File: src/rtl/key_pulse_gen_pkg.sv
// Shared types and default timing constants for the key pulse generator.
// The defaults are tuned for board-level push buttons on a fast system clock.
package key_pkg;

  typedef enum logic [1:0] {
    IDLE,
    HOLD_DLY,
    HOLD_RPT
  } key_state_t;

  localparam int DEB_CYC_DEF = 20000;
  localparam int RPT_DLY_DEF = 10000000;
  localparam int RPT_PER_DEF = 2000000;

endpackage

File: src/rtl/key_pulse_gen_if.sv
// Raw key/DIP inputs and the conditioned command strobes toward the counter.
// master drives the raw inputs; slave is the conditioner side.
interface key_pulse_gen_if;

  logic       key_up;
  logic       key_dn;
  logic       key_load;
  logic [7:0] dsw;
  logic       up_p;
  logic       dn_p;
  logic       load_p;
  logic [7:0] dout;

  modport master (
    output key_up, key_dn, key_load, dsw,
    input  up_p, dn_p, load_p, dout
  );

  modport slave (
    input  key_up, key_dn, key_load, dsw,
    output up_p, dn_p, load_p, dout
  );

endinterface

File: src/rtl/key_pulse_gen_channel.sv
// One key lane: 2-flop synchronizer, debounce counter, press/auto-repeat FSM.
// pulse_o is registered; level_o is the debounced key level.
module key_channel
  import key_pkg::*;
#(
  parameter int DEB_CYC = DEB_CYC_DEF,
  parameter int RPT_DLY = RPT_DLY_DEF,
  parameter int RPT_PER = RPT_PER_DEF,
  parameter bit RPT_EN  = 1'b1
) (
  input  logic clk_i,
  input  logic rst_n_i,
  input  logic key_i,
  input  logic rpt_mask_i,
  output logic pulse_o,
  output logic level_o
);

  localparam int TMAX = (RPT_DLY > RPT_PER) ? RPT_DLY : RPT_PER;
  localparam int DW   = $clog2(DEB_CYC);
  localparam int TW   = $clog2(TMAX);

  localparam logic [DW-1:0] DEB_LAST = DW'(DEB_CYC - 1);
  localparam logic [TW-1:0] DLY_LAST = TW'(RPT_DLY - 1);
  localparam logic [TW-1:0] PER_LAST = TW'(RPT_PER - 1);

  logic [1:0]    sync_q;
  logic [DW-1:0] deb_cnt_q, deb_cnt_d;
  logic          level_q, level_d;
  key_state_t    state_q, state_d;
  logic [TW-1:0] timer_q, timer_d;
  logic          pulse_q, pulse_d;

  always_ff @(posedge clk_i or negedge rst_n_i) begin
    if (!rst_n_i) begin
      sync_q    <= 2'b00;
      deb_cnt_q <= '0;
      level_q   <= 1'b0;
      state_q   <= IDLE;
      timer_q   <= '0;
      pulse_q   <= 1'b0;
    end else begin
      sync_q    <= {sync_q[0], key_i};
      deb_cnt_q <= deb_cnt_d;
      level_q   <= level_d;
      state_q   <= state_d;
      timer_q   <= timer_d;
      pulse_q   <= pulse_d;
    end
  end

  // Any cycle where the synchronized key agrees with the accepted level restarts the count.
  always_comb begin
    deb_cnt_d = '0;
    level_d   = level_q;
    if (sync_q[1] != level_q) begin
      if (deb_cnt_q == DEB_LAST) begin
        level_d = ~level_q;
      end else begin
        deb_cnt_d = deb_cnt_q + 1'b1;
      end
    end
  end

  // Repeat pulses honour rpt_mask_i; the initial press pulse never does.
  always_comb begin
    state_d = state_q;
    timer_d = timer_q;
    pulse_d = 1'b0;
    case (state_q)
      IDLE: begin
        if (level_q) begin
          state_d = HOLD_DLY;
          timer_d = '0;
          pulse_d = 1'b1;
        end
      end
      HOLD_DLY: begin
        if (!level_q) begin
          state_d = IDLE;
          timer_d = '0;
        end else if (RPT_EN) begin
          if (timer_q == DLY_LAST) begin
            state_d = HOLD_RPT;
            timer_d = '0;
            pulse_d = ~rpt_mask_i;
          end else begin
            timer_d = timer_q + 1'b1;
          end
        end
      end
      HOLD_RPT: begin
        if (!level_q) begin
          state_d = IDLE;
          timer_d = '0;
        end else if (timer_q == PER_LAST) begin
          timer_d = '0;
          pulse_d = ~rpt_mask_i;
        end else begin
          timer_d = timer_q + 1'b1;
        end
      end
      default: begin
        state_d = IDLE;
        timer_d = '0;
      end
    endcase
  end

  assign pulse_o = pulse_q;
  assign level_o = level_q;

endmodule

File: src/rtl/key_pulse_gen.sv
// Key front end: three conditioned key lanes, UP/DN repeat conflict masking,
// and a plain synchronizer for the DIP-switch load value.
module key_pulse_gen
  import key_pkg::*;
#(
  parameter int DEB_CYC = DEB_CYC_DEF,
  parameter int RPT_DLY = RPT_DLY_DEF,
  parameter int RPT_PER = RPT_PER_DEF
) (
  input  logic           clk_i,
  input  logic           rst_n_i,
  key_pulse_gen_if.slave bus
);

  logic       up_level;
  logic       dn_level;
  logic       unused_load_level;
  logic       rpt_mask;
  logic [7:0] dsw_meta_q;
  logic [7:0] dsw_q;

  // Holding both directions would make the counter jitter, so repeats pause instead.
  assign rpt_mask = up_level & dn_level;

  key_channel #(
    .DEB_CYC(DEB_CYC), .RPT_DLY(RPT_DLY), .RPT_PER(RPT_PER), .RPT_EN(1'b1)
  ) u_up (
    .clk_i      (clk_i),
    .rst_n_i    (rst_n_i),
    .key_i      (bus.key_up),
    .rpt_mask_i (rpt_mask),
    .pulse_o    (bus.up_p),
    .level_o    (up_level)
  );

  key_channel #(
    .DEB_CYC(DEB_CYC), .RPT_DLY(RPT_DLY), .RPT_PER(RPT_PER), .RPT_EN(1'b1)
  ) u_dn (
    .clk_i      (clk_i),
    .rst_n_i    (rst_n_i),
    .key_i      (bus.key_dn),
    .rpt_mask_i (rpt_mask),
    .pulse_o    (bus.dn_p),
    .level_o    (dn_level)
  );

  key_channel #(
    .DEB_CYC(DEB_CYC), .RPT_DLY(RPT_DLY), .RPT_PER(RPT_PER), .RPT_EN(1'b0)
  ) u_load (
    .clk_i      (clk_i),
    .rst_n_i    (rst_n_i),
    .key_i      (bus.key_load),
    .rpt_mask_i (1'b0),
    .pulse_o    (bus.load_p),
    .level_o    (unused_load_level)
  );

  always_ff @(posedge clk_i or negedge rst_n_i) begin
    if (!rst_n_i) begin
      dsw_meta_q <= 8'h00;
      dsw_q      <= 8'h00;
    end else begin
      dsw_meta_q <= bus.dsw;
      dsw_q      <= dsw_meta_q;
    end
  end

  assign bus.dout = dsw_q;

endmodule
File: src/flat_wrapper.sv
// flat-port wrapper written by rule: the top's interface ports become plain ports
module key_pulse_gen_flat import key_pkg::*;
#(
  parameter int DEB_CYC = DEB_CYC_DEF,
  parameter int RPT_DLY = RPT_DLY_DEF,
  parameter int RPT_PER = RPT_PER_DEF
)
  (clk_i, rst_n_i, bus_key_up, bus_key_dn, bus_key_load, bus_dsw, bus_up_p, bus_dn_p, bus_load_p, bus_dout);
  key_pulse_gen_if bus_i ();
  input  logic clk_i;
  input  logic rst_n_i;
  input wire logic [$bits(bus_i.key_up)-1:0] bus_key_up;
  input wire logic [$bits(bus_i.key_dn)-1:0] bus_key_dn;
  input wire logic [$bits(bus_i.key_load)-1:0] bus_key_load;
  input wire logic [$bits(bus_i.dsw)-1:0] bus_dsw;
  output wire logic [$bits(bus_i.up_p)-1:0] bus_up_p;
  output wire logic [$bits(bus_i.dn_p)-1:0] bus_dn_p;
  output wire logic [$bits(bus_i.load_p)-1:0] bus_load_p;
  output wire logic [$bits(bus_i.dout)-1:0] bus_dout;
  assign bus_i.key_up = bus_key_up;
  assign bus_i.key_dn = bus_key_dn;
  assign bus_i.key_load = bus_key_load;
  assign bus_i.dsw = bus_dsw;
  assign bus_up_p = bus_i.up_p;
  assign bus_dn_p = bus_i.dn_p;
  assign bus_load_p = bus_i.load_p;
  assign bus_dout = bus_i.dout;
  key_pulse_gen #(.DEB_CYC(DEB_CYC), .RPT_DLY(RPT_DLY), .RPT_PER(RPT_PER)) u_core (.clk_i(clk_i), .rst_n_i(rst_n_i), .bus(bus_i));
endmodule
File: config.mk
export PLATFORM = sky130hd
export DESIGN_NAME = key_pulse_gen_flat
export DESIGN_NICKNAME = d
export VERILOG_FILES = /design/src/rtl/key_pulse_gen_pkg.sv /design/src/rtl/key_pulse_gen_if.sv /design/src/rtl/key_pulse_gen_channel.sv /design/src/rtl/key_pulse_gen.sv /design/src/flat_wrapper.sv
export SDC_FILE = /design/constraint.sdc
export NUM_CORES = 1
export LEC_CHECK = 0
export BUFFER_PORTS_ARGS = -buffer_cell sky130_fd_sc_hd__buf_2
export CELL_PAD_IN_SITES_DETAIL_PLACEMENT = 0
export CELL_PAD_IN_SITES_GLOBAL_PLACEMENT = 1
export CORE_UTILIZATION = 44
export CTS_CLUSTER_SIZE = 16
export DETAILED_ROUTE_END_ITERATION = 7
export HOLD_SLACK_MARGIN = 0.03
export PLACE_DENSITY = 0.84
export SYNTH_ARGS = -nofsm -noshare
export SYNTH_HDL_FRONTEND = slang
export SYNTH_HIERARCHICAL = 1
export SYNTH_SLANG_ARGS = --single-unit
File: constraint.sdc
create_clock -name clk_i -period 2 [get_ports clk_i]
set_input_delay 0.2 -clock clk_i [delete_from_list [all_inputs] [get_ports clk_i]]
set_output_delay 0.2 -clock clk_i [all_outputs]
set_load 0.1 [all_outputs]
== Word-level counts from Yosys, hierarchy flattened ==
Cells that the tools add are included.
Cells by class
  add/subtract/negate cells: 6
  equal/unequal tests: 26
  muxes and demuxes: 52
  bitwise operators: 5
  reduce and logical (&&, ||, !) cells: 11
Operators by type and width (number)
  two-way mux 24 bit: 14
  case mux 24 bit (3 select lines): 3
  two-way mux 15 bit: 6
  adder 24 x 1 -> 24 bit, second input constant: 3
  equality test 24 x 21 -> 1 bit, second input constant: 3
  equality test 24 bit, second input constant: 2
  adder 15 x 1 -> 15 bit, second input constant: 3
  equality test 15 bit, second input constant: 3
  two-way mux 2 bit: 10
  inequality test 2 bit, second input constant: 7
  two-way mux 1 bit: 13
  case mux 2 bit (3 select lines): 2
  AND reduction 2 bit: 5
  equality test 2 x 1 -> 1 bit, second input constant: 3
  equality test 2 bit, second input constant: 3
  logical NOT 2 bit: 3
  inequality test 3 bit, second input constant: 2
  case mux 1 bit (3 select lines): 2
  AND reduction 3 bit: 2
  inverter 1 bit: 4
  case mux 2 bit (2 select lines): 1
  inequality test 1 bit: 3
  case mux 1 bit (2 select lines): 1
  OR reduction 2 bit: 1
  bitwise AND 1 bit: 1
Storage, ports and cells
  flip-flop bits (word level): 151
  bits of input ports: 13

== Logic depth before layout (Yosys ltp) ==
Gate-level depths: netlist of the first run.
  depth in word-level cells: 5
  mapped depth: 10
  depth with buffers taken out: 7

== Modules after synthesis ==
The synthesis of the first run kept the hierarchy.
Modules (own cells, without submodules)
  key_channel (u_core.u_up): times used 1, cells an instance 297, area an instance 2605.0 um^2
  key_channel (u_core.u_dn): times used 1, cells an instance 256, area an instance 2494.9 um^2
  key_channel (u_core.u_load): times used 1, cells an instance 86, area an instance 912.1 um^2
  key_pulse_gen: times used 1, cells an instance 18, area an instance 410.4 um^2

== Worst setup path before layout of the first run ==
Ideal clock, no wire load.
  kind: reg2reg
  start: register u_core.u_up.timer_q[3]
  end: register u_core.u_up.timer_q[23]
  library setup time: 0.081 ns
  arrival time: 2.000 ns
  slack: -0.081 ns
  stages on the path, launching flop included: 7
  buffers on the path: 1
  cell sequence: dfrtp_1 nand3_1 or4_1 buf_2 or4_4 or2_0 o211ai_2
On the way
  longest elaborated chain between the ends: 4
Ends and longest elaborated chain
  start: declaration: line key_pulse_gen_channel.sv:31  | logic [TW-1:0] timer_q, timer_d;
  start signal: assignment: line key_pulse_gen_channel.sv:47  | timer_q <= timer_d;
  adder 24 x 1 -> 24 bit (tied with other cells): line key_pulse_gen_channel.sv:88, key_pulse_gen_channel.sv:100
  two-way mux 24 bit (on tied branches): line key_pulse_gen_channel.sv:96, key_pulse_gen_channel.sv:83
  two-way mux 24 bit (on tied branches): line key_pulse_gen_channel.sv:93, key_pulse_gen_channel.sv:79
  case mux 24 bit (3 select lines) (*): line key_pulse_gen_channel.sv:70  | case (state_q)
Mark *: on every way between the ends. The rest lies on a longest branch, timed or not.
A chain may end at the register's enable or synchronous reset.

== Worst setup path after layout of the first run ==
  start: register u_core.u_dn.timer_q[11]
  end: register u_core.u_dn.timer_q[15]
On the way
  longest elaborated chain between the ends: 4
Ends and longest elaborated chain (line)
  start: declaration: key_pulse_gen_channel.sv:31
  start signal: assignment: key_pulse_gen_channel.sv:47
  adder 24 x 1 -> 24 bit (tied with other cells): key_pulse_gen_channel.sv:88, key_pulse_gen_channel.sv:100
  two-way mux 24 bit (on tied branches): key_pulse_gen_channel.sv:96, key_pulse_gen_channel.sv:83
  two-way mux 24 bit (on tied branches): key_pulse_gen_channel.sv:93, key_pulse_gen_channel.sv:79
  case mux 24 bit (3 select lines) (*): key_pulse_gen_channel.sv:70
Marks and branches as above.

==> out/summary.json, run 1 <==
{
  "outcome": {"value": "complete, but fails checks"},
  "failed_checks": {"value": "setup timing"},
  "drc_violations": {"value": 0},
  "syn2layout_area_growth": {"value": 30.9, "unit": "%"},
  "p_per_area": {"value": 714, "unit": "nW/µm²"},
  "num_rows": {"value": 43},
  "dieArea": {"value": 15100, "unit": "µm²"},
  "rr_startpoint": {"value": "u_core/u_dn/timer_q[11]"},
  "fin_crit_sh": {"value": 102, "unit": "%"},
  "grt_start_max_net_pins": {"value": 48},
  "finalSetupTns": {"value": -0.0541, "unit": "ns"},
  "netlist_instances": {"value": 656},
  "final_cell_mix": {"value": "sky130_fd_sc_hd__dfrtp_1, sky130_fd_sc_hd__buf_4, sky130_fd_sc_hd__nand2_1"},
  "synth_fp_nets": {"value": 683},
  "port-buffer-count": {"value": 23},
  "power.share.switching": {"value": 21.3, "unit": "%"},
  "globalplace.congestion": {"value": 0.844},
  "share_of_layout_cells_above_drive_strength_1": {"value": 25.9, "unit": "%"},
  "io-pin-count": {"value": 24},
  "grt_use_total": {"value": 20.8, "unit": "%"},
  "final_cell_count_no_fill": {"value": 971},
  "power.share.sequential": {"value": 43.5, "unit": "%"},
  "timing.final.hold_violations": {"value": 0},
  "power.clock.fraction": {"value": 53.1, "unit": "%"},
  "numPlacedInstances": {"value": 914},
  "clkLatencyLatePin": {"value": 0.42, "unit": "ns"},
  "cts-root-buf": {"value": "sky130_fd_sc_hd__clkbuf_16"},
  "clock_transition_at_path_regs": {"value": 0.05, "unit": "ns"},
  "fin_total_pwr": {"value": 6.00, "unit": "mW"},
  "aggregate_routed_wire_length": {"value": 15200, "unit": "µm"},
  "rsz0062_at_grt": {"value": "yes"},
  "cell_internal_pwr": {"value": 4.72, "unit": "mW"},
  "layout.core_utilization": {"value": 59.9, "unit": "%"},
  "die_h": {"value": 123, "unit": "µm"},
  "multiInputGateArea": {"value": 3220, "unit": "µm²"},
  "ff_latch_area": {"value": 3150, "unit": "µm²"},
  "die_w": {"value": 123, "unit": "µm"},
  "most_common_cell_after_layout_fill_and_taps_aside": {"value": "sky130_fd_sc_hd__dfrtp_1"},
  "ir_drop": {"value": 0.593, "unit": "mV"},
  "ctsLongestPathBuffers": {"value": 2},
  "postSynthAreaPerCell": {"value": 9.78, "unit": "µm²"},
  "report.final.slew_viol_count": {"value": 0},
  "number_of_setup_violations_in_the_final_report": {"value": 3},
  "via_count_of_the_first_global_routing_pass": {"value": 5258},
  "max-slew-margin-rel": {"value": 49.5, "unit": "%"},
  "finish.instance_area": {"value": 8400, "unit": "µm²"},
  "antenna_cells": {"value": 0},
  "fmaxAchievable": {"value": 491, "unit": "MHz"},
  "place_ws": {"value": -0.137, "unit": "ns"},
  "n_fill_cell": {"value": 1092},
  "drt_iter0_markers": {"value": 496},
  "clock-skew-final": {"value": 0.00542, "unit": "ns"},
  "timing.critical_path.arrival": {"value": 2.33, "unit": "ns"},
  "tritoncts": {"value": "yes"},
  "worstPathRequired": {"value": 2.29, "unit": "ns"},
  "postPlaceCellArea": {"value": 7300, "unit": "µm²"},
  "holdWs": {"value": 0.308, "unit": "ns"},
  "maxCapViolations": {"value": 0},
  "grt_overflow": {"value": 0},
  "grt_pass1_wl": {"value": 24600, "unit": "µm"},
  "dpl.hpwl": {"value": 9800, "unit": "µm"},
  "setup.worst_path.class": {"value": "reg2reg"},
  "start_kind": {"value": "flip-flop"},
  "postLayoutSetupSlackWorst": {"value": -0.0367, "unit": "ns"},
  "worst-path-max-fanout": {"value": 5},
  "critical_path.endpoint_type": {"value": "flip-flop"},
  "layout_min_cycle_time": {"value": 2.04, "unit": "ns"},
  "htree_num_levels": {"value": 4},
  "num-nets-final": {"value": 805},
  "netlist_area": {"value": 6420, "unit": "µm²"},
  "hold_path.class": {"value": "in2async"},
  "floorplan.core_area": {"value": 14000, "unit": "µm²"},
  "cts.sink_count": {"value": 126},
  "yosysWarningCount": {"value": 6},
  "final_antenna_net_count": {"value": 0},
  "leakage": {"value": 3.71, "unit": "nW"},
  "tightestPinTransition": {"value": 0.758, "unit": "ns"},
  "avgViaCountPerCell": {"value": 5.59},
  "initial_utilization": {"value": 45.7, "unit": "%"},
  "detail_route.first_pass.iterations": {"value": 5},
  "netSwitchingPower": {"value": 1.28, "unit": "mW"},
  "antenna_violations_before_repair": {"value": 0},
  "tritoncts.num_buffers": {"value": 17},
  "vias": {"value": 5429},
  "cp-startpoint": {"value": "u_core/u_dn/timer_q[11]"},
  "power_frac_comb": {"value": 3.4, "unit": "%"},
  "avgRoutedWirePerCell": {"value": 15.7, "unit": "µm"}
}
[power by group through the flow]
stage / Combinational [mW] / Clock, mW / Sequential (mW)
floorplan: 0.0380 / 0 / 2.71
global placement: 0.185 / 0 / 2.66
detailed placement: 0.189 / 0 / 2.66
CTS: 0.208 / 3.24 / 2.61
global route: 0.226 / 3.36 / 2.62
finish: 0.203 / 3.18 / 2.61
[layout make-up]
| type | count | share of cell area [%] |
|---|---|---|
| Multi-Input combinational cell | 478 | 38.3 |
| Sequential cell | 126 | 37.5 |
| Timing Repair Buffer | 135 | 13.2 |
| Clock buffer | 21 | 5.72 |
| Tap cell | 180 | 2.68 |
| Clock inverter | 11 | 1.64 |
| Inverter | 20 | 0.893 |
[registers in the layout, summed over array words and instances (netlist names), 2 cells and up]
name                     flops
u_core/u_dn/timer_q         24
u_core/u_up/timer_q         24
u_core/u_dn/deb_cnt_q       15
u_core/u_load/deb_cnt_q     15
u_core/u_up/deb_cnt_q       15
u_core/bus.dout              8
u_core/dsw_meta_q            8
u_core/u_dn/state_q          2
u_core/u_dn/sync_q           2
u_core/u_load/sync_q         2
u_core/u_up/state_q          2
u_core/u_up/sync_q           2
[per-layer routing]
| layer | GRT usage (%) | wire, µm | vias up |
|---|---|---|---|
| met5 | 0 | 0 | - |
| met2 | 34.3 | 7670 | 143 |
| met3 | 4.28 | 563 | 23 |
| met1 | 26.3 | 6730 | 2664 |
| met4 | 9.53 | 269 | 0 |
| li1 | - | - | 2599 |
[path summary, 6_finish.rpt]
check                      slack (ns)  cells past startpoint                         end
min                              0.31                      2  u_core/u_load/deb_cnt_q[7]
max in group asynchronous        1.05                      3       u_core/u_dn/sync_q[0]
max                             -0.04                      7     u_core/u_dn/timer_q[15]
min in group clk_i               0.34                      0          u_core/bus.dout[3]
min reg2reg                      0.34                      0          u_core/bus.dout[3]
max reg2reg                     -0.04                      7     u_core/u_dn/timer_q[15]
[timing repair]
action                                  in CTS  in global routing
hold endpoints to repair                    49                  0
hold buffers                                12                  0
gates cloned                                 0                  3
pin swaps                                    7                 13
endpoints found under the setup margin      34                 46
buffers inserted                             4                  6
resized for setup                           14                 27
[worst max-delay path: stages (launching register included)]
cell and delay [ns]:
sky130_fd_sc_hd__dfrtp_1 0.41, sky130_fd_sc_hd__nor4bb_4 0.37, sky130_fd_sc_hd__nand4_4 0.20, sky130_fd_sc_hd__o21ai_4 0.20, sky130_fd_sc_hd__a21oi_4 0.12, sky130_fd_sc_hd__buf_4 0.16
sky130_fd_sc_hd__clkbuf_16 0.14, sky130_fd_sc_hd__a221o_1 0.32
No activity file was read; power rests on OpenSTA's default activity.
==> run 2: changes to the inputs <==
CORE_ASPECT_RATIO = 2   (was unset)
clock period = 1.77 ns   (was 2 ns; I/O delays follow)
==> run 2 against run 1 <==
Effect of this change:
- the flow still finishes with violations (setup timing)
- sequential power is 13% higher
- register-to-register slack worse by 0.30 ns
- first-iteration DRC count is 40% lower
- flip-flop and latch count stayed put
- hold slack worse by 0.089 ns
- non-clock buffer count is 44 higher
- routed wire length is 19% higher
- largest cell class unchanged
- largest power group unchanged
==> out/summary.json, run 2 (same netlist as run 1, synthesis figures left out) <==
{
  "maxCapViolations": {"value": 0},
  "crit_path_cell_trace": {"value": "ha_2, and4bb_2, nand4_4, o21ai_4, a21oi_4, buf_12, buf_6, nand4_1, mux2i_1"},
  "max-slew-margin-rel": {"value": 67.4, "unit": "%"},
  "leakage": {"value": 3.99, "unit": "nW"},
  "drt_iter0_markers": {"value": 296},
  "layout_min_cycle_time": {"value": 2.10, "unit": "ns"},
  "aggregate_routed_wire_length": {"value": 18200, "unit": "µm"},
  "num-nets-final": {"value": 850},
  "initial_utilization": {"value": 45.0, "unit": "%"},
  "antenna_cells": {"value": 0},
  "htree_num_levels": {"value": 4},
  "postLayoutSetupSlackWorst": {"value": -0.333, "unit": "ns"},
  "holdWs": {"value": 0.219, "unit": "ns"},
  "p_per_area": {"value": 774, "unit": "nW/µm²"},
  "tritoncts": {"value": "yes"},
  "cts.sink_count": {"value": 126},
  "cts-root-buf": {"value": "sky130_fd_sc_hd__clkbuf_16"},
  "syn2layout_area_growth": {"value": 42.2, "unit": "%"},
  "outcome": {"value": "complete, but fails checks"},
  "clock-skew-final": {"value": 0.00892, "unit": "ns"},
  "critical_path.endpoint_type": {"value": "flip-flop"},
  "largest_registers": {"value": "u_core/u_dn/timer_q: 24 flops, u_core/u_up/timer_q: 24 flops"},
  "clkLatencyLatePin": {"value": 0.42, "unit": "ns"},
  "clock_transition_at_path_regs": {"value": 0.06, "unit": "ns"},
  "dpl.hpwl": {"value": 11500, "unit": "µm"},
  "grt_overflow": {"value": 0},
  "antenna_violations_before_repair": {"value": 0},
  "die_w": {"value": 87.4, "unit": "µm"},
  "fin_total_pwr": {"value": 7.06, "unit": "mW"},
  "finalSetupTns": {"value": -13.26, "unit": "ns"},
  "layout.core_utilization": {"value": 64.0, "unit": "%"},
  "timing.critical_path.arrival": {"value": 2.43, "unit": "ns"},
  "failed_checks": {"value": "setup timing"},
  "detail_route.first_pass.iterations": {"value": 4},
  "num_rows": {"value": 62},
  "rsz0062_at_grt": {"value": "yes"},
  "share_of_layout_cells_above_drive_strength_1": {"value": 35.3, "unit": "%"},
  "slowest_delay": {"value": 0.39, "unit": "ns"},
  "ctsLongestPathBuffers": {"value": 2},
  "start_kind": {"value": "flip-flop"},
  "fmaxAchievable": {"value": 476, "unit": "MHz"},
  "crit_path_top_delay_cell": {"value": "sky130_fd_sc_hd__dfrtp_1"},
  "avgRoutedWirePerCell": {"value": 17.7, "unit": "µm"},
  "floorplan.core_area": {"value": 14300, "unit": "µm²"},
  "worst-path-max-fanout": {"value": 9},
  "avgViaCountPerCell": {"value": 5.73},
  "setup.worst_path.class": {"value": "reg2reg"},
  "final_cell_mix": {"value": "sky130_fd_sc_hd__dfrtp_1, sky130_fd_sc_hd__buf_4, sky130_fd_sc_hd__nand2_1"},
  "place_ws": {"value": -0.299, "unit": "ns"},
  "grt_pass1_wl": {"value": 27800, "unit": "µm"},
  "grt_use_total": {"value": 23.6, "unit": "%"},
  "tritoncts.num_buffers": {"value": 17},
  "drc_violations": {"value": 0},
  "globalplace.congestion": {"value": 0.888},
  "final_antenna_net_count": {"value": 0},
  "die_h": {"value": 173, "unit": "µm"},
  "timing.final.hold_violations": {"value": 0},
  "grt_start_max_net_pins": {"value": 39},
  "worstPathRequired": {"value": 2.10, "unit": "ns"},
  "number_of_setup_violations_in_the_final_report": {"value": 60},
  "ir_drop": {"value": 0.468, "unit": "mV"},
  "dieArea": {"value": 15100, "unit": "µm²"},
  "most_common_cell_after_layout_fill_and_taps_aside": {"value": "sky130_fd_sc_hd__dfrtp_1"},
  "n_fill_cell": {"value": 1081},
  "vias": {"value": 5890},
  "tightestPinTransition": {"value": 0.493, "unit": "ns"},
  "hold_path.class": {"value": "in2async"},
  "via_count_of_the_first_global_routing_pass": {"value": 6176},
  "report.final.slew_viol_count": {"value": 0},
  "port-buffer-count": {"value": 23},
  "fin_crit_sh": {"value": 119, "unit": "%"},
  "io-pin-count": {"value": 24}
}
==> run 2: cell types whose count changed in the layout (fill, tap and decap cells not counted), sizes merged <==
cell | before | now
clkbuf | 24 | 22
nand2b | 5 | 6
clkinv | 5 | 7
buf | 120 | 165
bufinv | 3 | 5
clkinvlp | 3 | 0
==> run 2: worst paths after layout <==
path / startpoint / end / slack (ns) / cells past startpoint
max reg2reg: u_core/u_dn/timer_q[0] / u_core/u_dn/timer_q[19] / -0.33 / 9
min in group clk_i: u_core/u_up/sync_q[0] / u_core/u_up/sync_q[1] / 0.35 / 0
max in group asynchronous: rst_n_i / u_core/u_load/deb_cnt_q[11] / 0.98 / 3
min: rst_n_i / u_core/u_dn/deb_cnt_q[10] / 0.22 / 2
min reg2reg: u_core/u_up/sync_q[0] / u_core/u_up/sync_q[1] / 0.35 / 0
max: u_core/u_dn/timer_q[0] / u_core/u_dn/timer_q[19] / -0.33 / 9
==> run 2: area by class of cell <==
class | instances | area, µm² | share of cell area [%]
multi-input combinational | 479 | 3470 | 38.0
tap | 192 | 240 | 2.63
inverter | 20 | 75.1 | 0.822
clock inverter | 12 | 211 | 2.32
sequential | 126 | 3150 | 34.5
timing repair buffer | 179 | 1530 | 16.8
clock buffer | 20 | 447 | 4.89
==> run 2: power by group <==
part / switching, mW / total (mW) / internal, mW
clock: 1.30 / 3.85 / 2.55
combinational: 0.182 / 0.264 / 0.0819
sequential: 0.0280 / 2.95 / 2.92
total: 1.51 / 7.06 / 5.56
==> run 2: repair_timing <==
action | CTS | global route
pin swaps | 16 | 24
resized for setup | 40 | 53
hold buffers | 12 | 0
buffers inserted | 9 | 13
hold endpoints to repair | 109 | 0
setup endpoints to repair | 67 | 92
gates cloned | 3 | 4
==> run 2: layer usage <==
metal / global-route usage, % / share of wire, % / up-vias
met3: 4.39 / 3.0 / 56
met4: 15.1 / 4.4 / 0
li1: - / - / 2694
met1: 23.3 / 37 / 2977
met2: 43.3 / 56 / 163
met5: 0 / 0 / -
==> run 2: metrics by stage <==
stage | area (µm²) | std cells
after floorplan | 6580 | 656
after global placement | 7690 | 960
after detailed placement | 7690 | 960
after CTS | 8770 | 1015
after global routing | 9130 | 1028
final | 9130 | 1028
==> run 2: worst max-delay path: cells and delay by family (launching register included) <==
family                     cells  cell delay, ns
muxes                          1            0.18
buffers and inverters          2            0.31
adders and majority gates      1            0.19
and+or+nand+nor                3            0.51
AOI/OAI and AO/OA              2            0.43
DFF                            1            0.39
==> run 3: changes to the inputs <==
SKIP_LAST_GASP = 1   (was unset)
==> run 3 against run 2 <==
Effect of this change:
- the run still ends with setup timing left
- non-clock buffer count unchanged
- via count down 1.8%
- largest cell class unchanged
- final cell count unchanged
- clock power about the same
- worst setup slack worse by 0.0071 ns
- flip-flop and latch count unchanged
- combinational power about the same
- die area unchanged
- first-iteration DRC count down 29%
- final area down 0.70%
- power about the same
- critical endpoint is now u_core/u_dn/timer_q[7]
- count of clock-buffer cells in the layout unchanged
==> out/summary.json, run 3 (same netlist as run 1, synthesis figures left out) <==
{
  "ir_drop": {"value": 0.466, "unit": "mV"},
  "cts.sink_count": {"value": 126},
  "vias": {"value": 5783},
  "detail_route.first_pass.iterations": {"value": 6},
  "total_buffers_and_inverters_traversed_by_the_critical_path": {"value": 2},
  "tritoncts": {"value": "yes"},
  "grt_use_total": {"value": 23.5, "unit": "%"},
  "via_count_of_the_first_global_routing_pass": {"value": 6149},
  "clock_transition_at_path_regs": {"value": 0.06, "unit": "ns"},
  "outcome": {"value": "complete, but fails checks"},
  "final_cell_mix": {"value": "sky130_fd_sc_hd__dfrtp_1, sky130_fd_sc_hd__buf_4, sky130_fd_sc_hd__nand2_1"},
  "maxCapViolations": {"value": 0},
  "initial_utilization": {"value": 45.0, "unit": "%"},
  "grt_start_max_net_pins": {"value": 39},
  "die_w": {"value": 87.4, "unit": "µm"},
  "layout_min_cycle_time": {"value": 2.11, "unit": "ns"},
  "leakage": {"value": 3.97, "unit": "nW"},
  "globalplace.congestion": {"value": 0.888},
  "clkLatencyLatePin": {"value": 0.42, "unit": "ns"},
  "timing.critical_path.arrival": {"value": 2.43, "unit": "ns"},
  "syn2layout_area_growth": {"value": 41.2, "unit": "%"},
  "failed_checks": {"value": "setup timing"},
  "die_h": {"value": 173, "unit": "µm"},
  "place_ws": {"value": -0.299, "unit": "ns"},
  "setup.worst_path.class": {"value": "reg2reg"},
  "grt_overflow": {"value": 0},
  "dpl.hpwl": {"value": 11500, "unit": "µm"},
  "htree_num_levels": {"value": 4},
  "max-slew-margin-rel": {"value": 67.4, "unit": "%"},
  "num-nets-final": {"value": 850},
  "rsz0062_at_grt": {"value": "yes"},
  "ctsLongestPathBuffers": {"value": 2},
  "number_of_setup_violations_in_the_final_report": {"value": 59},
  "avgViaCountPerCell": {"value": 5.63},
  "final_antenna_net_count": {"value": 0},
  "io-pin-count": {"value": 24},
  "critical-path-top-delay-family": {"value": "compound AO/OA/AOI/OAI gates"},
  "slowest_delay": {"value": 0.39, "unit": "ns"},
  "fin_crit_sh": {"value": 119, "unit": "%"},
  "share_of_layout_cells_above_drive_strength_1": {"value": 34.2, "unit": "%"},
  "worstPathRequired": {"value": 2.09, "unit": "ns"},
  "drt_iter0_markers": {"value": 210},
  "report.final.slew_viol_count": {"value": 0},
  "avgRoutedWirePerCell": {"value": 17.0, "unit": "µm"},
  "largest_registers": {"value": "u_core/u_dn/timer_q: 24 flops, u_core/u_up/timer_q: 24 flops"},
  "p_per_area": {"value": 779, "unit": "nW/µm²"},
  "crit_path_top_delay_cell": {"value": "sky130_fd_sc_hd__dfrtp_1"},
  "drc_violations": {"value": 0},
  "num_rows": {"value": 62},
  "start_kind": {"value": "flip-flop"},
  "clock-skew-final": {"value": 0.00834, "unit": "ns"},
  "ff_latch_area": {"value": 3150, "unit": "µm²"},
  "timing.final.hold_violations": {"value": 0},
  "grt_pass1_wl": {"value": 27700, "unit": "µm"},
  "dieArea": {"value": 15100, "unit": "µm²"},
  "crit_path_cell_trace": {"value": "ha_2, and4bb_2, nand4_4, o21ai_4, a21oi_4, clkbuf_16, buf_6, a31oi_4, a31oi_1"},
  "tightestPinTransition": {"value": 0.492, "unit": "ns"},
  "multiInputGateArea": {"value": 3420, "unit": "µm²"},
  "floorplan.core_area": {"value": 14300, "unit": "µm²"},
  "fin_total_pwr": {"value": 7.06, "unit": "mW"},
  "fmaxAchievable": {"value": 474, "unit": "MHz"},
  "critical_path.endpoint_type": {"value": "flip-flop"},
  "postLayoutSetupSlackWorst": {"value": -0.340, "unit": "ns"},
  "port-buffer-count": {"value": 23},
  "antenna_violations_before_repair": {"value": 0},
  "worst-path-max-fanout": {"value": 6},
  "cts-root-buf": {"value": "sky130_fd_sc_hd__clkbuf_16"},
  "antenna_cells": {"value": 0},
  "n_fill_cell": {"value": 1101},
  "hold_path.class": {"value": "in2async"},
  "tritoncts.num_buffers": {"value": 17},
  "aggregate_routed_wire_length": {"value": 17500, "unit": "µm"},
  "most_common_cell_after_layout_fill_and_taps_aside": {"value": "sky130_fd_sc_hd__dfrtp_1"}
}
==> run 3: cell count changes in the layout (fill, tap and decap cells not counted), moves of 3 or more <==
cell and change:
sky130_fd_sc_hd__nand2_1 +3, sky130_fd_sc_hd__o221ai_1 +6, sky130_fd_sc_hd__buf_4 +6, sky130_fd_sc_hd__buf_6 -6, sky130_fd_sc_hd__o221ai_2 -6, sky130_fd_sc_hd__o21ai_1 -3
sky130_fd_sc_hd__a21oi_2 +3, sky130_fd_sc_hd__nand2_2 -3
==> run 3: final timing paths <==
check,from,end,slack (ns),depth (start not counted)
worst max-delay path,u_core/u_dn/timer_q[0],u_core/u_dn/timer_q[7],-0.34,9
worst min-delay path,rst_n_i,u_core/u_dn/deb_cnt_q[10],0.22,2
worst max register to register,u_core/u_dn/timer_q[0],u_core/u_dn/timer_q[7],-0.34,9
worst min register to register,u_core/u_up/sync_q[0],u_core/u_up/sync_q[1],0.35,0
max in group asynchronous,rst_n_i,u_core/u_load/deb_cnt_q[13],0.98,3
min in group clk_i,u_core/u_up/sync_q[0],u_core/u_up/sync_q[1],0.35,0
==> run 3: where the power goes <==
group / switching (mW) / leakage [nW] / internal (mW)
Combinational: 0.181 / 1.95 / 0.0817
Clock: 1.30 / 0.319 / 2.55
Sequential: 0.0271 / 1.70 / 2.92
==> run 3: stage by stage <==
stage                     std cells  cell area [µm²]  hold WS [ns]  utilization [%]  setup TNS (ns)
after floorplan                 656             6580        -0.119                -           -2.16
after global placement          960             7690         0.105             53.9           -6.99
after detailed placement        960             7690         0.106             53.9          -10.16
after CTS                      1015             8710         0.228             61.0           -9.87
after global routing           1028             9070         0.250             63.5          -18.95
final                          1028             9070         0.221             63.5          -13.39
==> run 3: layout make-up <==
| type | instances | area share [%] |
|---|---|---|
| clock buffers | 20 | 4.93 |
| clock inverters | 12 | 2.33 |
| inverters | 20 | 0.828 |
| multi-input cells | 479 | 37.8 |
| flip-flops and latches | 126 | 34.8 |
| well taps | 192 | 2.65 |
| repair buffers | 179 | 16.7 |
==> run 3: metal layers <==
metal,vias up,wire (µm),global-route usage (%)
met5,-,0,0
met4,0,816,14.5
met3,63,518,4.63
met2,163,9840,43.1
met1,2866,6340,23.4
li1,2691,-,-
==> run 3: repair_timing <==
action                                  in CTS  in global routing
pin swaps                                   15                 26
endpoints found under the setup margin      67                 92
setup buffers                                9                 13
gates cloned                                 3                  4
hold endpoints to repair                   109                  0
hold buffers                                12                  0
gates resized for setup                     27                 47
